--- config.mk ---
export PLATFORM = sky130hd
export DESIGN_NAME = sumador_serie
export DESIGN_NICKNAME = d
export VERILOG_FILES = /design/src/rtl/sumador_pkg.sv /design/src/rtl/sumador_comp.sv /design/src/rtl/sumador_serie.sv
export SDC_FILE = /design/constraint.sdc
export NUM_CORES = 1
export LEC_CHECK = 0
export ABC_AREA = 1
export CAP_MARGIN = 10
export CELL_PAD_IN_SITES_DETAIL_PLACEMENT = 2
export CELL_PAD_IN_SITES_GLOBAL_PLACEMENT = 2
export CORE_MARGIN = 3
export CORE_UTILIZATION = 34
export CTS_BUF_LIST = sky130_fd_sc_hd__clkbuf_16
export DETAILED_ROUTE_END_ITERATION = 10
export GPL_ROUTABILITY_DRIVEN = 0
export GPL_TIMING_DRIVEN = 0
export PLACE_DENSITY = 0.87
export SLEW_MARGIN = 25
export SYNTH_ARGS = -nofsm -noshare
export SYNTH_HDL_FRONTEND = slang
export SYNTH_SLANG_ARGS = --single-unit
--- constraint.sdc ---
create_clock -name clk -period 2.2 [get_ports clk]
set_input_delay 0.44 -clock clk [delete_from_list [all_inputs] [get_ports clk]]
set_output_delay 0.44 -clock clk [all_outputs]
set_load 0.005 [all_outputs]
--- src/rtl/sumador_pkg.sv ---
// sumador_pkg: shared definitions for the bit-serial adder.
//   state_t        - FSM states (IDLE, SHIFT, DONE)
//   WIDTH_DEFAULT  - default operand/result width
//   cnt_width()    - bit counter width for a given operand width (minimum 1)
package sumador_pkg;

  typedef enum logic [1:0] {
    IDLE  = 2'd0,
    SHIFT = 2'd1,
    DONE  = 2'd2
  } state_t;

  localparam int WIDTH_DEFAULT = 8;

  // $clog2(1) is 0, so small widths are clamped to a 1-bit counter.
  function automatic int cnt_width(input int w);
    return (w <= 2) ? 1 : $clog2(w);
  endfunction

endpackage

--- src/rtl/sumador_comp.sv ---
// sumador_comp: single-bit combinational full adder.
// Ports:
//   a, b  in  1  addend bits
//   cin   in  1  carry-in
//   sum   out 1  a ^ b ^ cin
//   cout  out 1  majority(a, b, cin)
module sumador_comp (
  input  logic a,
  input  logic b,
  input  logic cin,
  output logic sum,
  output logic cout
);

  assign sum  = a ^ b ^ cin;
  assign cout = (a & b) | (a & cin) | (b & cin);

endmodule

--- src/rtl/sumador_serie.sv ---
// sumador_serie: bit-serial adder, one bit per clock, LSB first, built around
// a single sumador_comp full adder with a registered carry.
// Ports:
//   clk    in  1      rising-edge clock
//   rst_n  in  1      asynchronous active-low reset
//   start  in  1      request; accepted in IDLE or DONE only
//   a, b   in  WIDTH  operands, captured on the accepted start edge
//   cin    in  1      carry-in, captured on the accepted start edge
//   busy   out 1      high while the addition is in progress
//   done   out 1      one-cycle pulse when sum/cout are updated
//   sum    out WIDTH  last completed result
//   cout   out 1      last completed carry-out
module sumador_serie
  import sumador_pkg::*;
#(
  parameter int WIDTH = WIDTH_DEFAULT
) (
  input  logic             clk,
  input  logic             rst_n,
  input  logic             start,
  input  logic [WIDTH-1:0] a,
  input  logic [WIDTH-1:0] b,
  input  logic             cin,
  output logic             busy,
  output logic             done,
  output logic [WIDTH-1:0] sum,
  output logic             cout
);

  localparam int CW = cnt_width(WIDTH);
  localparam logic [CW-1:0] LAST = CW'(WIDTH - 1);

  state_t           state;
  logic [WIDTH-1:0] a_sr;
  logic [WIDTH-1:0] b_sr;
  logic             carry;
  logic [CW-1:0]    cnt;
  logic             fa_sum;
  logic             fa_cout;
  logic             accept;
  // Result as it stands after the current bit is shifted in; on the last
  // SHIFT edge this is the complete sum.
  logic [WIDTH-1:0] res_full;

  assign accept = start && ((state == IDLE) || (state == DONE));

  sumador_comp u_comp (
    .a    (a_sr[0]),
    .b    (b_sr[0]),
    .cin  (carry),
    .sum  (fa_sum),
    .cout (fa_cout)
  );

  // Only WIDTH-1 result bits need storage: the newest bit comes straight
  // from the adder on the final edge.
  generate
    if (WIDTH == 1) begin : g_res_w1
      assign res_full = fa_sum;
    end else begin : g_res_wn
      logic [WIDTH-2:0] res_sr;

      assign res_full = {fa_sum, res_sr};

      always_ff @(posedge clk or negedge rst_n) begin
        if (!rst_n) begin
          res_sr <= '0;
        end else if (state == SHIFT) begin
          res_sr <= res_full[WIDTH-1:1];
        end else if (accept) begin
          res_sr <= '0;
        end
      end
    end
  endgenerate

  always_ff @(posedge clk or negedge rst_n) begin
    if (!rst_n) begin
      state <= IDLE;
      a_sr  <= '0;
      b_sr  <= '0;
      carry <= 1'b0;
      cnt   <= '0;
      busy  <= 1'b0;
      done  <= 1'b0;
      sum   <= '0;
      cout  <= 1'b0;
    end else begin
      case (state)
        IDLE, DONE: begin
          done <= 1'b0;
          if (start) begin
            a_sr  <= a;
            b_sr  <= b;
            carry <= cin;
            cnt   <= '0;
            busy  <= 1'b1;
            state <= SHIFT;
          end else begin
            state <= IDLE;
          end
        end
        SHIFT: begin
          // start is deliberately ignored here: no queuing, no re-capture.
          a_sr  <= a_sr >> 1;
          b_sr  <= b_sr >> 1;
          carry <= fa_cout;
          cnt   <= cnt + CW'(1);
          if (cnt == LAST) begin
            sum   <= res_full;
            cout  <= fa_cout;
            busy  <= 1'b0;
            done  <= 1'b1;
            state <= DONE;
          end
        end
        default: begin
          busy  <= 1'b0;
          done  <= 1'b0;
          state <= IDLE;
        end
      endcase
    end
  end

endmodule
==> metrics.cfg, run 1 <==
[run_status]
status=complete, no violations

[pwr]
seqPwrFrac_pct=33.5
switching_power_w=0.00156
p_comb_share_pct=47.4
power_density_nw_per_um2=1540
switching_share_pct=41.3
p_clk_share_pct=19.1
p_leak_nw=1.27
total_power_w=0.00378
ir_worst_vdd_mv=0.393
p_int_w=0.00222

[setup_path]
critPathCaptureType=output pin
cp_top_family=buffers and inverters
path_max_fanout=4
cp.buffers_inverters=1
crit_type=register to output pin
cpPeakStageDelay_ns=0.57
crit_required_ns=1.76
crit_slowest_cell=clkdlybuf4s50_1
worstPathCellList=clkdlybuf4s50_1
crit_arrival_ns=1.33
crit_path_start_kind=register

[finish]
final_util_pct=46.6
area_growth_pct=29.2
n_antenna_cell=0
final_common_cell=nand2_1
n_fill_cell=597
drive_above_1_share_pct=13.4
nets=283
layout_common_cells=nand2_1, inv_1, dfrtp_1, nand3_1, clkdlybuf4s50_1
finalNonFillerCells=331

[detailed_routing]
num_vias=1558
totalWireLength_um=5610
drc_errors=0
wl_per_cell_um=16.9
drt-pass1-iter-count=4
vias_per_cell=4.71
drtAntennaViolNets=0
drt_iter0_drc=40

[sta]
finalSetupTns_ns=0
hold_ws_ns=0.154
setup_viol=0
post-route-period-util_pct=80.2
worst_pin_slew_ns=0.585
rsz0062_at_grt=false
hold_violations=0
drv_slew=0
period_needed_ns=1.77
fmax_ghz=0.566
slew_headroom_pct=61.0
skew_ns=0.00556

[yosys]
yosysUniqueCellTypes=20
avgSynthCellArea_um2=8.56
ys_ff_latch=39
synthesis.area_um2=1900
yosys_warnings=0
syn_nets=245
ys_seq_area_share_pct=51.3
synth_cells=222

[floorplan]
core-area_um2=5270
die_y_um=80.8
core.rowCount=26
die_x_um=80.8
top_level_ports=31
die-area_um2=6520
initial_core_util_pct=36.1

[clock_tree]
root_buffer=clkbuf_16
cts_post_setup_buffers_inserted=0
path_clk_slew_ns=0.06
cts_tree=built
cts_resized=0
clock-sinks=39
numCtsBuffers=5
cts_hold_buf=0
cts_max_level=2
clk_latency_ns=0.29
cts_buffer_depth=2

[place]
port_buffers=30
dp_hpwl_um=3760
dp.cells=323

[global_route]
grt_util_all_layers_pct=19.2
grt_pass1_wl_um=9280
grt_max_degree=23
antenna_found_initial=0
grt_overflow_total=0
grt_pass1_vias=1800

[flow_run]
maxCapViolCount=0

[hold_path]
hold_class=input port to asynchronous set/reset pin

-- final cells by class --
cell class                 count  area, µm²  area share [%]
inverter                      42        163            6.62
multi-input combinational    132        677            27.6
clock buffer                   5        125            5.09
sequential                    39        976            39.7
tap                           70       87.6            3.57
buffer                         9       85.1            3.46
clock inverter                 3       20.0           0.815
timing repair buffer          31        323            13.1
-- worst register-to-register path: stages (launching register included) --
cell,delay [ns]
dfrtp_1,0.40
ha_1,0.21
ha_1,0.24
nand2_4,0.15
buf_6,0.19
nand2_1,0.08
nand2_1,0.08
-- kinds of logic (layout without fill, tap and decap cells) --
group | count (synthesis) | count (layout) | synth area share (%)
AND/OR/NAND/NOR | 109 | 109 | 26.4
buffers and inverters | 51 | 90 | 13.0
flip-flops | 39 | 39 | 51.3
AO/OA/AOI/OAI | 20 | 20 | 6.85
adder cells (fa/ha/maj) | 3 | 3 | 2.37
-- metrics by stage --
step / setup slack (ns) / area, µm²
finish: 0.435 / 2460
global route: 0.374 / 2460
CTS: 0.406 / 2460
detailed placement: 0.554 / 2310
global placement: -0.340 / 2290
floorplan: 0.971 / 1900
-- flip-flops by register name (all words and copies together), names as in the netlist --
name and flops:
a_sr 8, b_sr 8, cout 1, g_res_wn.res_sr 7
carry 1, cnt 3, sum 8, state 1
done 1, busy 1
-- Yosys cell counts --
master    n  area, µm²
inv_2     2       7.51
buf_2     2       10.0
nor2_1    1       3.75
a21oi_1   1       5.00
o21ai_2   8       70.1
inv_6     1       8.76
ha_1      2       25.0
nor2_4    1       11.3
o21ai_1   4       20.0
nand2_4   2       22.5
o21ai_0   7       35.0
buf_4     2       15.0
inv_1    39        146
buf_8     1       15.0
buf_6     4       45.0
nand2_8   2       40.0
fa_1      1       20.0
dfrtp_1  39        976
nand2_1  73        274
nand3_1  30        150
-- power by group through the flow --
stage          Sequential, W  Combinational (W)  Clock [W]
6_report             0.00127            0.00179   0.000723
5_1_grt              0.00130            0.00205   0.000760
4_1_cts              0.00127            0.00183   0.000736
3_5_place_dp         0.00126            0.00176          0
3_3_place_gp         0.00124            0.00166          0
2_1_floorplan        0.00122            0.00118          0
-- metal layers --
layer  up-vias  GRT usage (%)  routed length, µm
li1        748              -                  -
met1       784           23.3               2370
met2        22           34.8               3040
met3         4           4.43                161
met4         0           3.72                 35
met5         -              0                  0
-- path summary, 6_finish.rpt --
kind,start,end,slack (ns),cells after the start
worst max-delay path,done,done,0.43,1
worst min-delay path,rst_n,a_sr[3],0.15,1
worst max register to register,cnt[0],sum[7],0.79,6
worst min register to register,sum[5],sum[5],0.48,2
max in group asynchronous,rst_n,b_sr[5],1.54,2
min in group clk,sum[5],sum[5],0.48,2
Note: power is estimated with default switching activity, not from simulation.
==> inputs of run 2 (changes only) <==
--- a/config.mk
+++ b/config.mk
@@ -10,12 +10,12 @@
 export CELL_PAD_IN_SITES_DETAIL_PLACEMENT = 2
 export CELL_PAD_IN_SITES_GLOBAL_PLACEMENT = 2
 export CORE_MARGIN = 3
-export CORE_UTILIZATION = 34
+export CORE_UTILIZATION = 28
 export CTS_BUF_LIST = sky130_fd_sc_hd__clkbuf_16
 export DETAILED_ROUTE_END_ITERATION = 10
 export GPL_ROUTABILITY_DRIVEN = 0
 export GPL_TIMING_DRIVEN = 0
-export PLACE_DENSITY = 0.87
+export PLACE_DENSITY = 0.77
 export SLEW_MARGIN = 25
 export SYNTH_ARGS = -nofsm -noshare
 export SYNTH_HDL_FRONTEND = slang
==> constraint.sdc (replaced) <==
create_clock -name clk -period 1.42 [get_ports clk]
set_input_delay 0.284 -clock clk [delete_from_list [all_inputs] [get_ports clk]]
set_output_delay 0.284 -clock clk [all_outputs]
set_load 0.005 [all_outputs]
==> metrics.cfg, run 2 (same netlist as run 1, synthesis figures left out) <==
[place]
dp_slack_ns=-0.0899  ; -0.644 ns
dp_hpwl_um=3470  ; -7.6%
port_buffers=30  ; unchanged

[clock_tree]
root_buffer=clkbuf_16
cts_buffer_depth=2  ; unchanged
clk_latency_ns=0.28  ; about the same
clock-sinks=39  ; unchanged
numCtsBuffers=5  ; unchanged
path_clk_slew_ns=0.06  ; about the same
cts_max_level=2  ; unchanged
cts_tree=built

[detailed_routing]
drc_errors=0  ; unchanged
met2_length_um=2410  ; -21%
num_vias=1560  ; +0.13%
drt-pass1-iter-count=4  ; unchanged
wl_per_cell_um=13.9  ; -18%
vias_per_cell=4.56  ; -3.1%
drtAntennaViolNets=0  ; unchanged
totalWireLength_um=4770  ; -15%
dr.max_layer_used=met4
wl_met3_um=160  ; -0.62%
wl_met1_um=2160  ; -9.0%
drt_iter0_drc=42  ; +5.0%

[setup_path]
cpPeakStageDelay_ns=0.40  ; -0.17 ns
rrSetupSlack_ns=0.07  ; -0.72 ns
crit_path_start_kind=register
crit_arrival_ns=1.56  ; +0.23 ns
crit_required_ns=1.63  ; -0.13 ns
crit_slowest_cell=dfrtp_1
cp_common_cell=ha_1
worstPathCellList=ha_1, ha_1, nand2_4, buf_8, nand2_1, o21ai_2
crit_type=register to register
critPathCaptureType=register
path_max_fanout=10  ; +6

[finish]
layout_common_cells=nand2_1, inv_1, dfrtp_1, nand3_1, clkdlybuf4s50_1
final_util_pct=38.6  ; -8.1 points
final_common_cell=nand2_1
nets=287  ; +1.4%
n_antenna_cell=0  ; unchanged
area_growth_pct=31.0
drive_above_1_share_pct=14.0  ; +0.55 points
top_regs=a_sr: 8 flops, b_sr: 8 flops, sum: 8 flops

[global_route]
grt_util_all_layers_pct=13.9  ; -5.2 points
grt_pass1_wl_um=8340  ; -10%
grt_pass1_vias=1721  ; -4.4%
grt_max_degree=27  ; +17%
grt_overflow_total=0  ; unchanged
antenna_found_initial=0  ; unchanged

[sta]
worst_pin_slew_ns=0.360  ; -0.225 ns
post-route-period-util_pct=95.0
skew_ns=0.00662  ; +0.00106 ns
rsz0062_at_grt=false
drv_slew=0  ; unchanged
slew_headroom_pct=76.0  ; +15 points
fin_ws_ns=0.0713  ; -0.363 ns
setup_viol=0  ; unchanged
period_needed_ns=1.35
hold_violations=0  ; unchanged
fmax_ghz=0.741

[floorplan]
die-area_um2=7810  ; +20%
die_y_um=88.4  ; +9.4%
core.rowCount=29  ; +12%
core-area_um2=6460  ; +23%
die_x_um=88.4  ; +9.4%
top_level_ports=31  ; unchanged
initial_core_util_pct=29.4  ; -6.6 points

[pwr]
p_int_w=0.00339  ; +53%
p_clk_share_pct=19.0  ; about the same
seqPwrFrac_pct=34.1  ; +0.6 points
switching_power_w=0.00224  ; +43%
p_leak_nw=1.35  ; +6.0%
power_density_nw_per_um2=2260  ; +47%
switching_share_pct=39.8  ; -1.5 points
ir_worst_vdd_mv=0.630  ; +60%
p_comb_share_pct=46.9  ; -0.5 points

[run_status]
status=complete, no violations

[hold_path]
hold_class=input port to asynchronous set/reset pin

[flow_run]
maxCapViolCount=0  ; unchanged

-- run 2: power by group through the flow --
| stage | logic (W) | registers (W) | clock network (W) |
|---|---|---|---|
| global placement | 0.00258 | 0.00193 | 0 |
| detailed placement | 0.00271 | 0.00195 | 0 |
| global route | 0.00306 | 0.00199 | 0.00116 |
| floorplan | 0.00183 | 0.00189 | 0 |
| finish | 0.00264 | 0.00192 | 0.00107 |
| CTS | 0.00273 | 0.00193 | 0.00111 |
-- run 2: critical path, delay by kind of cell, from the launching register on --
family          cells  cell delay, ns
buf+inv             1            0.17
compound gates      1            0.05
simple gates        2            0.22
flops               1            0.40
fa+ha+maj           2            0.44
-- run 2: area by class of cell --
cell class	instances	area [µm²]
plain buffers	9	91.3
clock buffers	5	125
clock inverters	3	16.3
fillers	743	3970
inverters	42	165
multi-input cells	132	677
flip-flops and latches	39	977
well taps	77	96.3
repair buffers	35	342
-- run 2: path summary, 6_finish.rpt --
path / from / endpoint / depth (start not counted)
max: cnt[0] / sum[4] / 6
min: rst_n / sum[7] / 2
max reg2reg: cnt[0] / sum[4] / 6
min reg2reg: sum[6] / sum[6] / 2
max in group asynchronous: rst_n / done / 3
min in group clk: sum[6] / sum[6] / 2
-- run 2: repair_timing --
action / CTS / global route
pin swaps: 0 / 1
setup endpoints to repair: 9 / 15
setup buffers: 3 / 0
hold buffers: 1 / 0
endpoints found under the hold margin: 13 / 0
resized for setup: 10 / 5
-- run 2: metrics by stage --
step | total power, W | hold WS [ns] | instance area [µm²] | setup TNS, ns | instances
finish | 0.00563 | 0.448 | 2490 | 0 | 342
global route | 0.00622 | 0.493 | 2490 | 0 | 342
CTS | 0.00576 | 0.459 | 2480 | 0 | 342
global placement | 0.00451 | 0.461 | 2300 | -39.61 | 329
detailed placement | 0.00466 | 0.215 | 2310 | -0.722 | 330
floorplan | 0.00372 | -0.0116 | 1900 | 0 | 222
-- run 2: metal layers --
metal | vias to the layer above | track usage (%)
li1 | 757 | -
met1 | 774 | 18.0
met2 | 25 | 23.7
met3 | 4 | 3.07
met4 | 0 | 3.71
met5 | - | 0
==> inputs of run 3 (changes only) <==
--- a/config.mk
+++ b/config.mk
@@ -6,16 +6,15 @@
 export NUM_CORES = 1
 export LEC_CHECK = 0
 export ABC_AREA = 1
-export CAP_MARGIN = 10
 export CELL_PAD_IN_SITES_DETAIL_PLACEMENT = 2
 export CELL_PAD_IN_SITES_GLOBAL_PLACEMENT = 2
 export CORE_MARGIN = 3
-export CORE_UTILIZATION = 28
+export CORE_UTILIZATION = 34
 export CTS_BUF_LIST = sky130_fd_sc_hd__clkbuf_16
 export DETAILED_ROUTE_END_ITERATION = 10
 export GPL_ROUTABILITY_DRIVEN = 0
 export GPL_TIMING_DRIVEN = 0
-export PLACE_DENSITY = 0.77
+export PLACE_DENSITY = 0.87
 export SLEW_MARGIN = 25
 export SYNTH_ARGS = -nofsm -noshare
 export SYNTH_HDL_FRONTEND = slang
==> constraint.sdc (replaced) <==
create_clock -name clk -period 1.61 [get_ports clk]
set_input_delay 0.322 -clock clk [delete_from_list [all_inputs] [get_ports clk]]
set_output_delay 0.322 -clock clk [all_outputs]
set_load 0.005 [all_outputs]
==> metrics.cfg, run 3 (same netlist as run 1, synthesis figures left out) <==
[run_status]
status=complete, no violations

[detailed_routing]
num_vias=1573  ; +0.83%
wl_per_cell_um=17.2  ; +23%
drt-pass1-iter-count=4  ; unchanged
drc_errors=0  ; unchanged
vias_per_cell=4.74  ; +3.9%
totalWireLength_um=5700  ; +20%
drtAntennaViolNets=0  ; unchanged
drt_iter0_drc=39  ; -7.1%

[flow_run]
maxCapViolCount=0  ; unchanged

[global_route]
grt_util_all_layers_pct=19.2  ; +5.2 points
grt_overflow_total=0  ; unchanged
grt_pass1_vias=1800  ; +4.6%
antenna_found_initial=0  ; unchanged
grt_max_degree=23  ; -15%
grt_pass1_wl_um=9280  ; +11%

[sta]
setup_viol=0  ; unchanged
skew_ns=0.00590  ; -0.000719 ns
rsz0062_at_grt=false
slew_headroom_pct=61.3  ; -15 points
drv_slew=0  ; unchanged
fmax_ghz=0.670
worst_pin_slew_ns=0.580  ; +0.220 ns
hold_violations=0  ; unchanged
period_needed_ns=1.49
finalSetupTns_ns=0  ; unchanged
post-route-period-util_pct=92.7

[finish]
area_growth_pct=29.7
nets=284  ; -1.0%
n_fill_cell=599  ; -19%
top_regs=a_sr: 8 flops, b_sr: 8 flops, sum: 8 flops
n_antenna_cell=0  ; unchanged
layout_common_cells=nand2_1, inv_1, dfrtp_1, nand3_1, clkdlybuf4s50_1
final_common_cell=nand2_1
multiInputGateArea_um2=677  ; unchanged
drive_above_1_share_pct=14.1  ; +0.16 points
seq_area_um2=977  ; unchanged
final_util_pct=46.8  ; +8.2 points

[floorplan]
top_level_ports=31  ; unchanged
die_x_um=80.8  ; -8.6%
core.rowCount=26  ; -10%
die_y_um=80.8  ; -8.6%
initial_core_util_pct=36.1  ; +6.6 points
die-area_um2=6520  ; -16%
core-area_um2=5270  ; -18%

[place]
port_buffers=30  ; unchanged
dp_hpwl_um=3760  ; +8.2%

[setup_path]
crit_arrival_ns=1.17  ; -0.39 ns
cp_top_family=buffers and inverters
cpPeakStageDelay_ns=0.52  ; +0.12 ns
path_max_fanout=2  ; -8
critPathCaptureType=output pin
crit_required_ns=1.29  ; -0.34 ns
crit_path_start_kind=register
cp.buffers_inverters=1  ; unchanged
worstPathCellList=clkdlybuf4s50_1
crit_slowest_cell=clkdlybuf4s50_1
crit_type=register to output pin

[hold_path]
hold_class=input port to asynchronous set/reset pin

[pwr]
p_leak_nw=1.28  ; -5.4%
power_density_nw_per_um2=2110  ; -6.8%
total_power_w=0.00519  ; -7.8%
ir_worst_vdd_mv=0.618  ; -1.8%

[clock_tree]
clock-sinks=39  ; unchanged
clk_latency_ns=0.29  ; about the same
cts_tree=built
cts_buffer_depth=2  ; unchanged
numCtsBuffers=5  ; unchanged
cts_max_level=2  ; unchanged
root_buffer=clkbuf_16
path_clk_slew_ns=0.06  ; about the same

## run 3: worst paths after layout
path	from	end	slack [ns]	depth (start not counted)
max	done	done	0.12	1
min in group clk	sum[5]	sum[5]	0.48	2
max in group asynchronous	rst_n	done	1.07	2
min reg2reg	sum[5]	sum[5]	0.48	2
min	rst_n	a_sr[3]	0.03	1
max reg2reg	done	a_sr[1]	0.16	6
## run 3: area by class of cell
| cell class | instances | share of cell area (%) |
|---|---|---|
| flip-flops and latches | 39 | 39.6 |
| clock buffers | 5 | 5.08 |
| multi-input cells | 132 | 27.5 |
| repair buffers | 32 | 13.4 |
| inverters | 42 | 6.60 |
| clock inverters | 3 | 0.812 |
| well taps | 70 | 3.55 |
| plain buffers | 9 | 3.45 |
## run 3: routing by layer
layer	vias up	track usage, %	part of all wire (%)
met5	-	0	0
met4	0	3.72	0.61
met3	4	4.43	3.1
met2	30	34.8	54
met1	786	23.3	42
li1	753	-	-
## run 3: report_power, final
part           internal (W)  total (W)  switching [W]
Combinational       0.00102    0.00248        0.00145
Sequential          0.00145    0.00172       0.000276
Clock              0.000571   0.000991       0.000420
Total               0.00304    0.00519        0.00215
## run 3: through the flow
stage | hold WS, ns | instances | area [µm²] | setup WS, ns
final | 0.0316 | 332 | 2460 | 0.118
after detailed placement | 0.345 | 323 | 2310 | 0.0819
after CTS | 0.0452 | 331 | 2460 | 0.00756
after floorplan | 0.0264 | 222 | 1900 | 0.381
after global placement | 0.460 | 322 | 2290 | -0.812
after global routing | 0.0592 | 332 | 2460 | 0.0756
## run 3: timing repair
| action | 4_1_cts | 5_1_grt |
|---|---|---|
| setup endpoints to repair | 1 | 1 |
| pin swaps | 0 | 0 |
| gates resized for setup | 1 | 0 |
| hold buffers | 0 | 0 |
| buffers inserted | 0 | 1 |
